--- config.mk ---
export PLATFORM = sky130hd
export DESIGN_NAME = ntt_job_scheduler
export DESIGN_NICKNAME = d
export VERILOG_FILES = /design/src/rtl/ntt_job_scheduler.sv
export SDC_FILE = /design/constraint.sdc
export NUM_CORES = 1
export LEC_CHECK = 0
export ABC_AREA = 1
export CAP_MARGIN = 20
export CORE_UTILIZATION = 45
export CTS_BUF_LIST = sky130_fd_sc_hd__clkbuf_8
export CTS_CLUSTER_DIAMETER = 80
export DETAILED_ROUTE_END_ITERATION = 10
export PLACE_DENSITY_LB_ADDON = 0.12
export SYNTH_ARGS = -nofsm -noshare
export SYNTH_HDL_FRONTEND = slang
export SYNTH_SLANG_ARGS = --single-unit
--- constraint.sdc ---
create_clock -name i_clk -period 2.6 [get_ports i_clk]
set_clock_uncertainty 0.15 [all_clocks]
set_input_delay 0.78 -clock i_clk [delete_from_list [all_inputs] [get_ports i_clk]]
set_output_delay 0.78 -clock i_clk [all_outputs]
set_load 0.1 [all_outputs]
--- src/rtl/ntt_job_scheduler.sv ---
// Round-robin owner of one shared NTT core: grants a requester, streams its N_COEF coefficients into the core, then holds o_done until acked.
// Grant one cycle after requests are seen, core load data one cycle behind each read address; a stalled transform is aborted by a watchdog.
module ntt_job_scheduler #(
  parameter int NUM_REQ = 3,
  parameter int N_COEF  = 256,
  parameter int TIMEOUT = 255
) (
  input  logic                      i_clk,
  input  logic                      i_rst_n,
  input  logic [NUM_REQ-1:0]        i_req,
  input  logic [NUM_REQ-1:0]        i_req_intt,
  output logic [NUM_REQ-1:0]        o_gnt,
  output logic                      o_rd_en,
  output logic [7:0]                o_rd_addr,
  input  logic signed [15:0]        i_rd_data,
  output logic                      o_ntt_ready,
  output logic signed [15:0]        o_ntt_data,
  output logic                      o_ntt_intt,
  output logic                      o_ntt_rst,
  input  logic                      i_ntt_valid,
  output logic                      o_done,
  output logic [2:0]                o_done_id,
  input  logic                      i_done_ack,
  output logic                      o_busy,
  output logic                      o_err
);

  localparam int PW = (NUM_REQ > 1) ? $clog2(NUM_REQ) : 1;
  localparam logic [7:0] LAST_ADDR = 8'(N_COEF - 1);
  localparam logic [7:0] WD_LAST   = 8'(TIMEOUT - 1);

  typedef enum logic [2:0] {
    IDLE   = 3'd0,
    LOAD   = 3'd1,
    DRAIN  = 3'd2,
    RUN    = 3'd3,
    RESULT = 3'd4
  } state_t;

  state_t            state;
  logic [PW-1:0]     ptr;
  logic [7:0]        wd_cnt;
  logic              win_vld;
  logic [PW-1:0]     win_idx;
  logic [NUM_REQ-1:0] win_oh;

  // Walk from furthest to nearest so the requester closest after ptr wins.
  always_comb begin
    int idx;
    logic [PW-1:0] sel;
    win_vld = 1'b0;
    win_idx = '0;
    win_oh  = '0;
    idx     = 0;
    sel     = '0;
    for (int k = NUM_REQ; k >= 1; k--) begin
      idx = (int'(ptr) + k) % NUM_REQ;
      sel = idx[PW-1:0];
      if (i_req[sel]) begin
        win_vld     = 1'b1;
        win_idx     = sel;
        win_oh      = '0;
        win_oh[sel] = 1'b1;
      end
    end
  end

  assign o_busy = (state != IDLE);

  always_ff @(posedge i_clk) begin
    if (!i_rst_n) begin
      state       <= IDLE;
      ptr         <= PW'(NUM_REQ - 1);
      wd_cnt      <= '0;
      o_gnt       <= '0;
      o_rd_en     <= 1'b0;
      o_rd_addr   <= '0;
      o_ntt_ready <= 1'b0;
      o_ntt_data  <= '0;
      o_ntt_intt  <= 1'b0;
      o_ntt_rst   <= 1'b1;
      o_done      <= 1'b0;
      o_done_id   <= '0;
      o_err       <= 1'b0;
    end else begin
      // i_rd_data answers the address of the current cycle and is captured at its closing edge.
      o_ntt_ready <= o_rd_en;
      o_ntt_data  <= o_rd_en ? i_rd_data : '0;
      o_ntt_rst   <= 1'b0;
      o_err       <= 1'b0;
      case (state)
        IDLE: begin
          if (win_vld) begin
            state      <= LOAD;
            o_gnt      <= win_oh;
            ptr        <= win_idx;
            o_ntt_intt <= i_req_intt[win_idx];
            o_rd_en    <= 1'b1;
            o_rd_addr  <= '0;
          end
        end
        LOAD: begin
          if (o_rd_addr == LAST_ADDR) begin
            o_rd_en   <= 1'b0;
            o_rd_addr <= '0;
            state     <= DRAIN;
          end else begin
            o_rd_addr <= o_rd_addr + 8'd1;
          end
        end
        DRAIN: begin
          wd_cnt <= '0;
          state  <= RUN;
        end
        RUN: begin
          if (i_ntt_valid) begin
            state     <= RESULT;
            o_done    <= 1'b1;
            o_done_id <= 3'(ptr);
          end else if (wd_cnt == WD_LAST) begin
            state     <= IDLE;
            o_err     <= 1'b1;
            o_ntt_rst <= 1'b1;
            o_gnt     <= '0;
          end else begin
            wd_cnt <= wd_cnt + 8'd1;
          end
        end
        RESULT: begin
          if (i_done_ack) begin
            state     <= IDLE;
            o_done    <= 1'b0;
            o_done_id <= '0;
            o_gnt     <= '0;
          end
        end
        default: state <= IDLE;
      endcase
    end
  end

endmodule

Yosys cells after proc, flatten, opt, wreduce, memory -nomap -nowiden --
Cells that the tools add are included.
Word-level totals: flip-flop bits (word level) 49, input port bits 26, logic and storage cells 108
Cells by class: add/subtract/negate cells 5, div/mod/pow operators 3, order comparisons 7, eq/ne operators 14, mux-type cells 49, reductions and logical operators 17
Operator list (number):
- $mod A32 B3 Y32 const B | 3
- $mux W3 | 11
- $mux W8 | 4
- $pmux W8 S2 | 2
- $mux W1 | 17
- $add A8 B1 Y8 const B | 2
- $eq A8 B8 Y1 const B | 2
- $pmux W3 S5 | 1
- $ne A2 B2 Y1 const B | 7
- $lt A2 B3 Y1 const B | 4
- $pmux W3 S3 | 1
- $reduce_and A3 Y1 | 3
- $bmux W1 S2 | 4
- $add A2 B2 Y3 const B | 2
- $demux W1 S2 | 3
- $eq A3 B2 Y1 const B | 2
- $ge A2 B1 Y1 const B | 3
- $mux W2 | 3
- $pmux W3 S2 | 1
- $reduce_and A2 Y1 | 3
- $reduce_bool A2 Y1 | 3
- $reduce_bool A3 Y1 | 2
- $reduce_and A5 Y1 | 1
- $pmux W1 S2 | 2
- other kinds (7) | 9

Depth between registers and ports, before layout --
Gate-level depths: netlist of run 1.
word-level depth 11, mapped depth 13

Worst setup path after synthesis of run 1 --
No wires, ideal clock.
kind register to register, start point reg o_rd_addr[0], end point reg state[0], setup time 117 ps, arrival 2076 ps, setup slack 257 ps, stages on the path, launching flop included 9, clock period less this slack 2343 ps, cells stage by stage dfxtp_1 -> ha_1 -> nand3_1 -> nor2_1 -> nand4_1 -> nand2_1 -> nand2_1 -> o2111ai_1 -> inv_1
On the way: longest elaborated chain between the ends 3
RTL lines:
- start, declared | line 14 | output logic [7:0] o_rd_addr,
- start signal, assigned | line 108 | o_rd_addr <= o_rd_addr + 8'd1;
- $eq A8 B8 Y1 | line 103 | if (o_rd_addr == LAST_ADDR) begin
- $ne A2 B2 Y1 (no source line)
- $reduce_and A4 Y1 (no source line)
- end signal, assigned | line 106 | state <= DRAIN;
- end signal, assigned | line 113 | state <= RUN;
- end signal, assigned | line 117 | state <= RESULT;
- end, declared | line 40 | state_t state;
No other way between the ends. A chain may end at the register's enable or synchronous reset.

Final worst setup path of run 1 --
start point reg state[1], end point out o_busy
On the way: longest elaborated chain between the ends 1
RTL lines:
- start signal, assigned | line 72 | state <= IDLE;
- start signal, assigned | line 94 | state <= LOAD;
- start signal, assigned | line 106
- $reduce_bool A3 Y1 | line 68 | assign o_busy = (state != IDLE);
- end, declared | line 24 | output logic o_busy,
No other way between the ends.

==> impl_results.html, run 1 <==
<table>
<tr><th>Metric</th><th>Value</th></tr>
<tr><th colspan="2">Synthesis</th></tr>
<tr><td>Share of synthesized area occupied by flip-flops and latches</td><td>43.3%</td></tr>
<tr><td>Post-synth design cell area</td><td>0.00222 mm2</td></tr>
<tr><td>Most frequently used flop master after synthesis</td><td>dfxtp_1</td></tr>
<tr><td>Top cell types by occurrence after synthesis</td><td>60 x nand2_1, 56 x inv_1, 48 x dfxtp_1</td></tr>
<tr><td>Count of different cell masters after synthesis</td><td>33</td></tr>
<tr><td>Syn avg cell area</td><td>7.28 um2</td></tr>
<tr><td>Syn Inst Count</td><td>305</td></tr>
<tr><td>Dominant cell by count in the synthesized netlist</td><td>nand2_1</td></tr>
<tr><td>Share of the synthesized area in the top cell type</td><td>43.3%</td></tr>
<tr><td>Fraction of registers with async set/reset</td><td>0%</td></tr>
<tr><td>Leading area contributor after synthesis</td><td>dfxtp_1</td></tr>
<tr><td>Post-synthesis sequential element count</td><td>48</td></tr>
<tr><td>Top area cells in the synthesized netlist</td><td>dfxtp_1 43%, nand2_1 10%, inv_1 9.5%</td></tr>
<tr><td>EDFF count, synth</td><td>0</td></tr>
<tr><td>Number of nets produced by synthesis</td><td>338</td></tr>
<tr><td>Synthesis warning total</td><td>0</td></tr>
<tr><th colspan="2">Global route</th></tr>
<tr><td>Via count of the first global-routing pass</td><td>1803</td></tr>
<tr><td>Wire length of the first global-routing pass</td><td>7.96 mm</td></tr>
<tr><td>Initial antenna violation count</td><td>0</td></tr>
<tr><td>GRT Residual Overflow</td><td>0</td></tr>
<tr><td>Overall global routing resource usage</td><td>19.4%</td></tr>
<tr><td>Largest net degree at the start of global routing</td><td>16</td></tr>
<tr><th colspan="2">Place</th></tr>
<tr><td>Final HPWL DP</td><td>3.72 mm</td></tr>
<tr><td>RD Place Congestion</td><td>0.948</td></tr>
<tr><td>Buffers added on ports</td><td>61</td></tr>
<tr><td>Post-placement worst setup slack</td><td>0.0196 ns</td></tr>
<tr><td>Placed Instances</td><td>434</td></tr>
<tr><th colspan="2">Critical path</th></tr>
<tr><td>Category of the worst setup path launch point</td><td>flop</td></tr>
<tr><td>Start-to-end type of the worst setup path</td><td>reg2out</td></tr>
<tr><td>Most used cell along the critical path</td><td>inv_1</td></tr>
<tr><td>CP Max Fanout</td><td>4</td></tr>
<tr><td>Crit path cell chain</td><td>inv_1 -&gt; nand2_1 -&gt; nor2_1 -&gt; buf_4 -&gt; inv_1 -&gt; buf_12</td></tr>
<tr><td>Biggest cell delay along the critical path</td><td>0.42 ns</td></tr>
<tr><td>Critical path capture point type</td><td>primary output</td></tr>
<tr><td>Data arrival time of the critical path</td><td>1.38 ns</td></tr>
<tr><td>Slowest cell on the critical path</td><td>dfxtp_1</td></tr>
<tr><td>Worst endpoint required time</td><td>1.67 ns</td></tr>
<tr><th colspan="2">Power and ir drop</th></tr>
<tr><td>Worst supply voltage drop on vdd</td><td>0.527 mV</td></tr>
<tr><td>Leakage component of the power</td><td>1.40 nW</td></tr>
<tr><td>Power density relative to cell area</td><td>1100 mW/mm2</td></tr>
<tr><th colspan="2">Floorplanning</th></tr>
<tr><td>Starting density of the core</td><td>47.0%</td></tr>
<tr><td>Core outline area</td><td>0.00472 mm2</td></tr>
<tr><td>Die Span X</td><td>72.3 um</td></tr>
<tr><td>Height of the chip</td><td>72.3 um</td></tr>
<tr><td>Count of pins on the block boundary</td><td>63</td></tr>
<tr><td>Number of placement rows</td><td>25</td></tr>
<tr><td>Die area</td><td>0.00522 mm2</td></tr>
<tr><th colspan="2">Clock network</th></tr>
<tr><td>Number of H-tree levels</td><td>2</td></tr>
<tr><td>Number of buffers inserted for hold repair after clock tree synthesis</td><td>0</td></tr>
<tr><td>Root buffer selected by CTS</td><td>clkbuf_8</td></tr>
<tr><td>Setup repair bufs after CTS</td><td>0</td></tr>
<tr><td>Clock slew at the register clock pins of the worst setup and hold paths</td><td>0.08 ns</td></tr>
<tr><td>TritonCTS clock tree</td><td>done</td></tr>
<tr><td>Post-cts resize count</td><td>0</td></tr>
<tr><td>Clock buffers created by TritonCTS</td><td>5</td></tr>
<tr><td>Clock insertion delay at the later pin of the skew report</td><td>0.30 ns</td></tr>
<tr><td>CTS Sinks</td><td>48</td></tr>
<tr><td>Maximum count of clock buffers along a single path</td><td>2</td></tr>
<tr><th colspan="2">Status</th></tr>
<tr><td>Result of the run</td><td>complete, no violations</td></tr>
<tr><th colspan="2">Route</th></tr>
<tr><td>WL final</td><td>4.73 mm</td></tr>
<tr><td>Amount of wire on met3 after detailed routing</td><td>167 um</td></tr>
<tr><td>Total via count in the routed design</td><td>2046</td></tr>
<tr><td>Top layer in use</td><td>met4</td></tr>
<tr><td>DRC violation count after routing</td><td>0</td></tr>
<tr><td>Number of routed nets with antenna violations</td><td>0</td></tr>
<tr><td>Via count normalized by instance count</td><td>4.64</td></tr>
<tr><td>Met2 wire len</td><td>2.36 mm</td></tr>
<tr><td>Post-route met1 wirelength</td><td>2.15 mm</td></tr>
<tr><td>Mean routed wirelength per cell</td><td>10.7 um</td></tr>
<tr><td>Initial drt markers</td><td>66</td></tr>
<tr><td>First-pass detailed-route iteration total</td><td>4</td></tr>
<tr><th colspan="2">Final layout</th></tr>
<tr><td>Final core utilization</td><td>62.3%</td></tr>
<tr><td>Layout cells sized above 1</td><td>17.6%</td></tr>
<tr><td>Ant. Diodes</td><td>0</td></tr>
<tr><td>Layout Area Growth over Synthesis</td><td>32.5%</td></tr>
<tr><td>Number of nets in the final layout</td><td>407</td></tr>
<tr><td>Layout Cells excl Fill</td><td>441</td></tr>
<tr><th colspan="2">STA</th></tr>
<tr><td>Number of failing hold endpoints at the final stage</td><td>0</td></tr>
<tr><td>Min Clock Period, post-route</td><td>2.31 ns</td></tr>
<tr><td># setup viols final</td><td>0</td></tr>
<tr><td>Worst Setup Slack, final</td><td>0.293 ns</td></tr>
<tr><td>Timing-limited maximum frequency</td><td>0.433 GHz</td></tr>
<tr><td>Period utilisation layout</td><td>88.7%</td></tr>
<tr><td>Post-route setup TNS</td><td>0 ns</td></tr>
<tr><td>Number of max-slew violations in the final report</td><td>0</td></tr>
<tr><td>Setup repair after global routing missed its margin</td><td>false</td></tr>
<tr><th colspan="2">Run</th></tr>
<tr><td>Max-capacitance violation count</td><td>0</td></tr>
<tr><th colspan="2">Min path</th></tr>
<tr><td>Min-delay worst type</td><td>reg2reg</td></tr>
</table>
-- critical path: cells and delay by family, from the launching register on --
family / cells / cell delay (ns)
buf+inv: 4 / 0.50
flops: 1 / 0.42
simple gates: 2 / 0.16
-- registers in the layout, summed over array words and instances, names as in the netlist, 2 cells and up --
| signal | count |
|---|---|
| ptr | 2 |
| o_rd_addr | 8 |
| o_ntt_data | 16 |
| o_gnt | 3 |
| wd_cnt | 8 |
| o_done_id | 2 |
| state | 3 |
-- per-stage QoR --
step	area, um2	hold WS [ns]	total power, mW
5_1_grt	2940	0.335	3.44
3_3_place_gp	2860	0.303	2.81
6_report	2940	0.314	3.23
4_1_cts	2940	0.320	3.24
3_5_place_dp	2860	0.308	2.82
2_1_floorplan	2220	0.292	2.37
-- cell type report --
| type | instances | area [um2] |
|---|---|---|
| fill | 449 | 1780 |
| multi-input combinational | 192 | 1010 |
| sequential | 48 | 961 |
| timing repair buffer | 67 | 578 |
| inverter | 60 | 228 |
| tap | 67 | 83.8 |
| clock buffer | 5 | 68.8 |
| clock inverter | 2 | 12.5 |
-- cell families (layout without fill, tap and decap cells) --
kind of cell | after synthesis | in the layout | share of synthesized area (%)
AND/OR/NAND/NOR | 134 | 134 | 27.7
other | 1 | 1 | 0.169
buffers and inverters | 65 | 134 | 11.3
XOR/XNOR | 2 | 2 | 0.789
adder cells (fa/ha/maj) | 7 | 7 | 3.94
flip-flops | 48 | 48 | 43.3
AO/OA/AOI/OAI | 48 | 48 | 12.8
-- power by group --
group,total (mW),switching [mW],internal (mW)
clock,0.426,0.243,0.182
combinational,1.86,1.35,0.513
sequential,0.938,0.0803,0.858
-- cells in the final DEF (no fill, tap or decap), types with 5 or more instances in the layout --
master           synthesis  final
a21oi_1                 23     23
nand3_1                 19     19
dfxtp_1                 48     48
nand2_1                 60     60
inv_1                   56     56
o21ai_0                 12     12
buf_4                    1     41
nor2_1                  36     36
clkdlybuf4s50_1          0     25
ha_1                     7      7
clkbuf_8                 0      5
-- routing by layer --
metal,vias to the layer above,track usage (%)
li1,1090,-
met1,912,23.7
met2,38,33.6
met3,6,4.86
met4,0,5.88
met5,-,0
-- path summary, 6_finish.rpt --
check	start	to	depth (start not counted)	slack, ns
worst min-delay path	o_done_id[1]	o_done_id[1]	2	0.31
worst max register to register	ptr[0]	o_rd_en	10	0.41
worst min register to register	o_done_id[1]	o_done_id[1]	2	0.31
worst max-delay path	state[1]	o_busy	6	0.29
Note: power is estimated with default switching activity, not from simulation.
==> run 2, diff against run 1 <==
--- a/config.mk
+++ b/config.mk
@@ -6,10 +6,9 @@
 export NUM_CORES = 1
 export LEC_CHECK = 0
 export ABC_AREA = 1
-export CAP_MARGIN = 20
 export CORE_UTILIZATION = 45
 export CTS_BUF_LIST = sky130_fd_sc_hd__clkbuf_8
-export CTS_CLUSTER_DIAMETER = 80
+export CTS_CLUSTER_SIZE = 16
 export DETAILED_ROUTE_END_ITERATION = 10
 export PLACE_DENSITY_LB_ADDON = 0.12
 export SYNTH_ARGS = -nofsm -noshare
==> results of run 2 <==
Same layout as run 1: the final DEF is identical, and so are final timing and power.
==> run 3, diff against run 2 <==
--- a/config.mk
+++ b/config.mk
@@ -11,6 +11,7 @@
 export CTS_CLUSTER_SIZE = 16
 export DETAILED_ROUTE_END_ITERATION = 10
 export PLACE_DENSITY_LB_ADDON = 0.12
+export SLEW_MARGIN = 20
 export SYNTH_ARGS = -nofsm -noshare
 export SYNTH_HDL_FRONTEND = slang
 export SYNTH_SLANG_ARGS = --single-unit
==> results of run 3 <==
Same layout as run 1: the final DEF is identical, and so are final timing and power.
==> edit 1 (flow settings as in run 1) <==
Register the output `o_err` once more, cleared by the reset; this adds one clock of latency there. The other outputs are not delayed to match.
--- a/src/rtl/ntt_job_scheduler.sv
+++ b/src/rtl/ntt_job_scheduler.sv
@@ -36,6 +36,8 @@
     RUN    = 3'd3,
     RESULT = 3'd4
   } state_t;
+
+  logic o_err_s0;
 
   state_t            state;
   logic [PW-1:0]     ptr;
@@ -81,13 +83,13 @@
       o_ntt_rst   <= 1'b1;
       o_done      <= 1'b0;
       o_done_id   <= '0;
-      o_err       <= 1'b0;
+      o_err_s0    <= 1'b0;
     end else begin
       // i_rd_data answers the address of the current cycle and is captured at its closing edge.
       o_ntt_ready <= o_rd_en;
       o_ntt_data  <= o_rd_en ? i_rd_data : '0;
       o_ntt_rst   <= 1'b0;
-      o_err       <= 1'b0;
+      o_err_s0    <= 1'b0;
       case (state)
         IDLE: begin
           if (win_vld) begin
@@ -119,7 +121,7 @@
             o_done_id <= 3'(ptr);
           end else if (wd_cnt == WD_LAST) begin
             state     <= IDLE;
-            o_err     <= 1'b1;
+            o_err_s0  <= 1'b1;
             o_ntt_rst <= 1'b1;
             o_gnt     <= '0;
           end else begin
@@ -139,5 +141,13 @@
     end
   end
 
+  always_ff @(posedge i_clk) begin
+    if (!i_rst_n) begin
+      o_err <= '0;
+    end else begin
+      o_err <= o_err_s0;
+    end
+  end
+
 endmodule
 
Formal check against the unedited RTL: no difference found for any inputs over 4 cycles, from zero or initial values and one cycle with i_rst_n low; that may be too few to reach the edited logic, so the function may still have changed.
==> edit 1 against run 1 <==
Count of clock-buffer cells in the layout did not move. Largest cell class unchanged. Highest routed layer unchanged. Largest power group unchanged. Critical endpoint unchanged. Power grew 4.4%. Routed wire length up 2.3%. Synthesized area rose by 3.0%. Sequential cell count grew 1. Setup slack better by 0.023 ns. Cell area is 2.4% higher.
==> edit 1: results <==
metrics = {
    "drt": {
        "dr.pass1.iters": 5,
        "wirelength_um": 4839,
        "vias": 2127,
        "wl_per_cell_um": 10.52,
        "drt_iter0_drc": 58,
    },
    "critical_path": {
        "reg2reg_depth": 12,
        "max_stage_delay_ns": 0.36,
        "r2r_slack_ns": 0.42,
        "cp.arrival_ns": 1.35,
        "crit_family": "flip-flops",
    },
    "power_and_ir_drop": {
        "vdd_drop_max_uv": 420.3,
        "leakage_nw": 1.465,
    },
    "place": {
        "dp_slack_ns": 0.02260,
        "place_area_mm2": 0.002922,
        "dp_hpwl_um": 3747,
        "placed_cells": 452,
        "gp_congestion": 0.8148,
    },
    "final_layout": {
        "final_nets": 425,
        "drive_gt1_share_pct": 17.05,
        "seq_area_um2": 980.9,
    },
    "global_routing": {
        "use_met3_pct": 4.664,
        "met1_usage_pct": 24.49,
        "grt_max_degree": 19,
        "grt_pass1_vias": 1850,
        "grtUsageMet2_pct": 31.69,
        "grt_pass1_wl_um": 7941,
    },
    "yosys": {
        "ys_types": 34,
        "synth-compound-area-share_pct": 10.89,
        "yosysWarnings": 0,
        "synth_area_per_cell_um2": 7.081,
        "ys_seq_area_share_pct": 42.89,
        "synth.net_count": 356,
        "ys_top_cells_by_count": "64 x nand2_1, 62 x inv_1, 49 x dfxtp_1",
        "async_flop_share_pct": 0,
        "synthTopCellsByArea": "dfxtp_1 43%, nand2_1 11%, inv_1 10%",
        "synthXorXnorAreaFrac_pct": 0.7659,
        "synth_fa_ha_area_share_pct": 3.829,
    },
    "cts": {
        "postCtsSetupBuffers": 0,
        "cts.htree.levels": 2,
    },
    "sta": {
        "worst_hold_slack_ns": 0.2890,
        "fin_crit_ns": 2.284,
    },
    "run_status": {
        "outcome": "finished clean",
    },
    "worst_hold_path": {
        "min_path_cells": 2,
    },
}
==> edit 1: cell types whose count changed after synthesis, moves of 2 or more <==
cell | run 1 | this run
o211ai_1 | 4 | 2
nand2_2 | 3 | 6
nand2_1 | 60 | 64
nand3b_1 | 2 | 0
nand4_1 | 4 | 2
clkbuf_1 | 4 | 2
inv_1 | 56 | 62
nor2_1 | 36 | 39
a21oi_2 | 2 | 0
nand3_1 | 19 | 27
o31ai_1 | 2 | 0
==> edit 1: area by class of cell <==
type / instances / area share [%]
tap: 67 / 2.784
multi-input combinational: 204 / 34.40
timing repair buffer: 66 / 18.94
clock buffer: 5 / 2.285
clock inverter: 3 / 0.7063
sequential: 49 / 32.57
inverter: 66 / 8.309
==> edit 1: power by group <==
part | internal, mW | switching, mW
clock | 0.191 | 0.256
sequential | 0.876 | 0.0838
combinational | 0.538 | 1.42
==> edit 1: cells by family after synthesis <==
family,Yosys count
fa+ha+maj,7
other cells,1
xor+xnor,2
flops,49
simple gates,150
compound gates,44
buf+inv,70
==> edit 1: path summary, 6_finish.rpt <==
kind                                from       end
worst min register to register  o_err_s0     o_err
worst min-delay path            o_err_s0     o_err
worst max register to register    ptr[0]  o_gnt[0]
worst max-delay path            state[2]    o_busy
==> edit 1: metal layers <==
metal | vias up | part of all wire (%)
li1 | 1140 | -
met5 | - | 0
met2 | 49 | 47
met4 | 0 | 1.2
met3 | 5 | 5.2
met1 | 933 | 46
==> edit 1: worst register-to-register path, delay by kind of cell, from the launching register on <==
| kind | cells | cell delay (ns) |
|---|---|---|
| AO/OA/AOI/OAI | 1 | 0.19 |
| buffers and inverters | 2 | 0.22 |
| adder cells (fa/ha/maj) | 1 | 0.37 |
| AND/OR/NAND/NOR | 8 | 0.72 |
| flip-flops | 1 | 0.43 |
==> edit 2 (config.mk and constraints of run 1) <==
Without the edit above. The parameter `NUM_REQ` goes from 3 to 6.
--- a/src/rtl/ntt_job_scheduler.sv
+++ b/src/rtl/ntt_job_scheduler.sv
@@ -1,7 +1,7 @@
 // Round-robin owner of one shared NTT core: grants a requester, streams its N_COEF coefficients into the core, then holds o_done until acked.
 // Grant one cycle after requests are seen, core load data one cycle behind each read address; a stalled transform is aborted by a watchdog.
 module ntt_job_scheduler #(
-  parameter int NUM_REQ = 3,
+  parameter int NUM_REQ = 6,
   parameter int N_COEF  = 256,
   parameter int TIMEOUT = 255
 ) (
Ports: changed (resized i_req, i_req_intt and o_gnt); port bits go from 63 to 72. The function was not compared with the original's and may differ.
==> edit 2 against run 1 <==
The flow now finishes with violations (negative setup slack). Routed wire length rose by 120%. Register-to-register slack got worse by 0.82 ns. Setup slack lost 0.71 ns. Synthesized area grew 55%. Sequential cell count rose by 5. Cell area increased by 85%.
Power is left out: the tool's default activity adds up to more than one toggle a clock period on the data nets, which glitch-free logic cannot reach.
==> edit 2: results <==
metrics = {
    "run_status": {
        "outcome": "finished with violations",
        "violations": "negative setup slack",
    },
    "place": {
        "dp_slack_ns": -0.5750,
        "io_buffers": 71,
        "placed_cells": 757,
        "place_area_mm2": 0.004692,
        "gp_congestion": 0.8945,
    },
    "drt": {
        "wl_met1_um": 4583,
        "wl_per_cell_um": 13.49,
        "drt_iter0_drc": 165,
        "dr_wl_met3_um": 440,
        "dr.pass1.iters": 5,
        "vias_per_cell": 5.019,
    },
    "yosys": {
        "ys_top_cells_by_count": "126 x nand2_1, 85 x inv_1, 53 x dfxtp_1",
        "ys_types": 38,
        "ys_seq_area_share_pct": 30.89,
        "synth_area_per_cell_um2": 6.480,
        "synthTopCellsByArea": "dfxtp_1 31%, nand2_1 14%, inv_1 9.3%",
    },
    "global_routing": {
        "grt_pass1_wl_um": 16370,
        "grtUsageTotal_pct": 26.27,
        "grt_max_degree": 29,
        "met1_usage_pct": 33.15,
        "use_met3_pct": 4.340,
    },
    "critical_path": {
        "end_kind": "register",
        "reg2reg_depth": 24,
        "rr_endpoint": "ptr[0]",
        "crit_fanout": 5,
        "setup.worst_path.start": "ptr[0]",
    },
    "sta": {
        "worst_slack_ns": -0.4136,
        "setup_viol": 21,
        "worst_hold_slack_ns": 0.3300,
    },
    "cts": {
        "path_clk_slew_ns": 0.10,
        "clk_latency_ns": 0.32,
    },
    "final_layout": {
        "final_nets": 731,
        "fin_cells": 786,
    },
}
==> edit 2: cell types whose count changed after synthesis, sizes merged, moves of 5 or more <==
cell and delta:
a21oi +18, nand3 +22, ha +6, dfxtp +5
nand2 +79, o21ai +26, inv +36, nor2 +12
==> edit 2: area by class of cell <==
| class | count | area [um^2] |
|---|---|---|
| clock inverter | 3 | 50.05 |
| timing repair buffer | 156 | 1341 |
| sequential | 53 | 1072 |
| tap | 99 | 123.9 |
| inverter | 96 | 395.4 |
| clock buffer | 5 | 68.82 |
| fill | 551 | 1889 |
| multi-input combinational | 373 | 2379 |
| timing repair inverter | 1 | 11.26 |
==> edit 2: cells by family (layout without fill, tap and decap cells) <==
group / Yosys count / in the layout / share of synthesized area, %
adders and majority gates: 13 / 13 / 4.736
buffers and inverters: 105 / 261 / 11.95
xor gates and xnor gates: 2 / 2 / 0.7288
DFF: 53 / 53 / 30.89
and+or+nand+nor: 256 / 257 / 34.72
AOI/OAI and AO/OA: 101 / 101 / 16.98
==> edit 2: repair_timing <==
item	4_1_cts	5_1_grt
setup buffers	12	8
setup endpoints to repair	21	21
gates resized for setup	53	62
cloned	2	0
pin swaps	31	46
==> edit 2: worst max-delay path, stage by stage (launching register included) <==
cell,delay [ns]
dfxtp_4,0.39
buf_6,0.14
inv_8,0.03
ha_4,0.15
xor2_2,0.15
inv_2,0.06
ha_4,0.21
inv_2,0.05
nand2_2,0.05
o21ai_2,0.13
nand2_1,0.10
nand2_2,0.11
nand2_2,0.09
nand2_2,0.07
nand2_2,0.07
nand2_4,0.09
nand2_4,0.07
inv_4,0.08
nor2_4,0.05
nand2_4,0.10
nand2_8,0.08
buf_6,0.13
buf_6,0.12
buf_4,0.13
o21ai_1,0.14
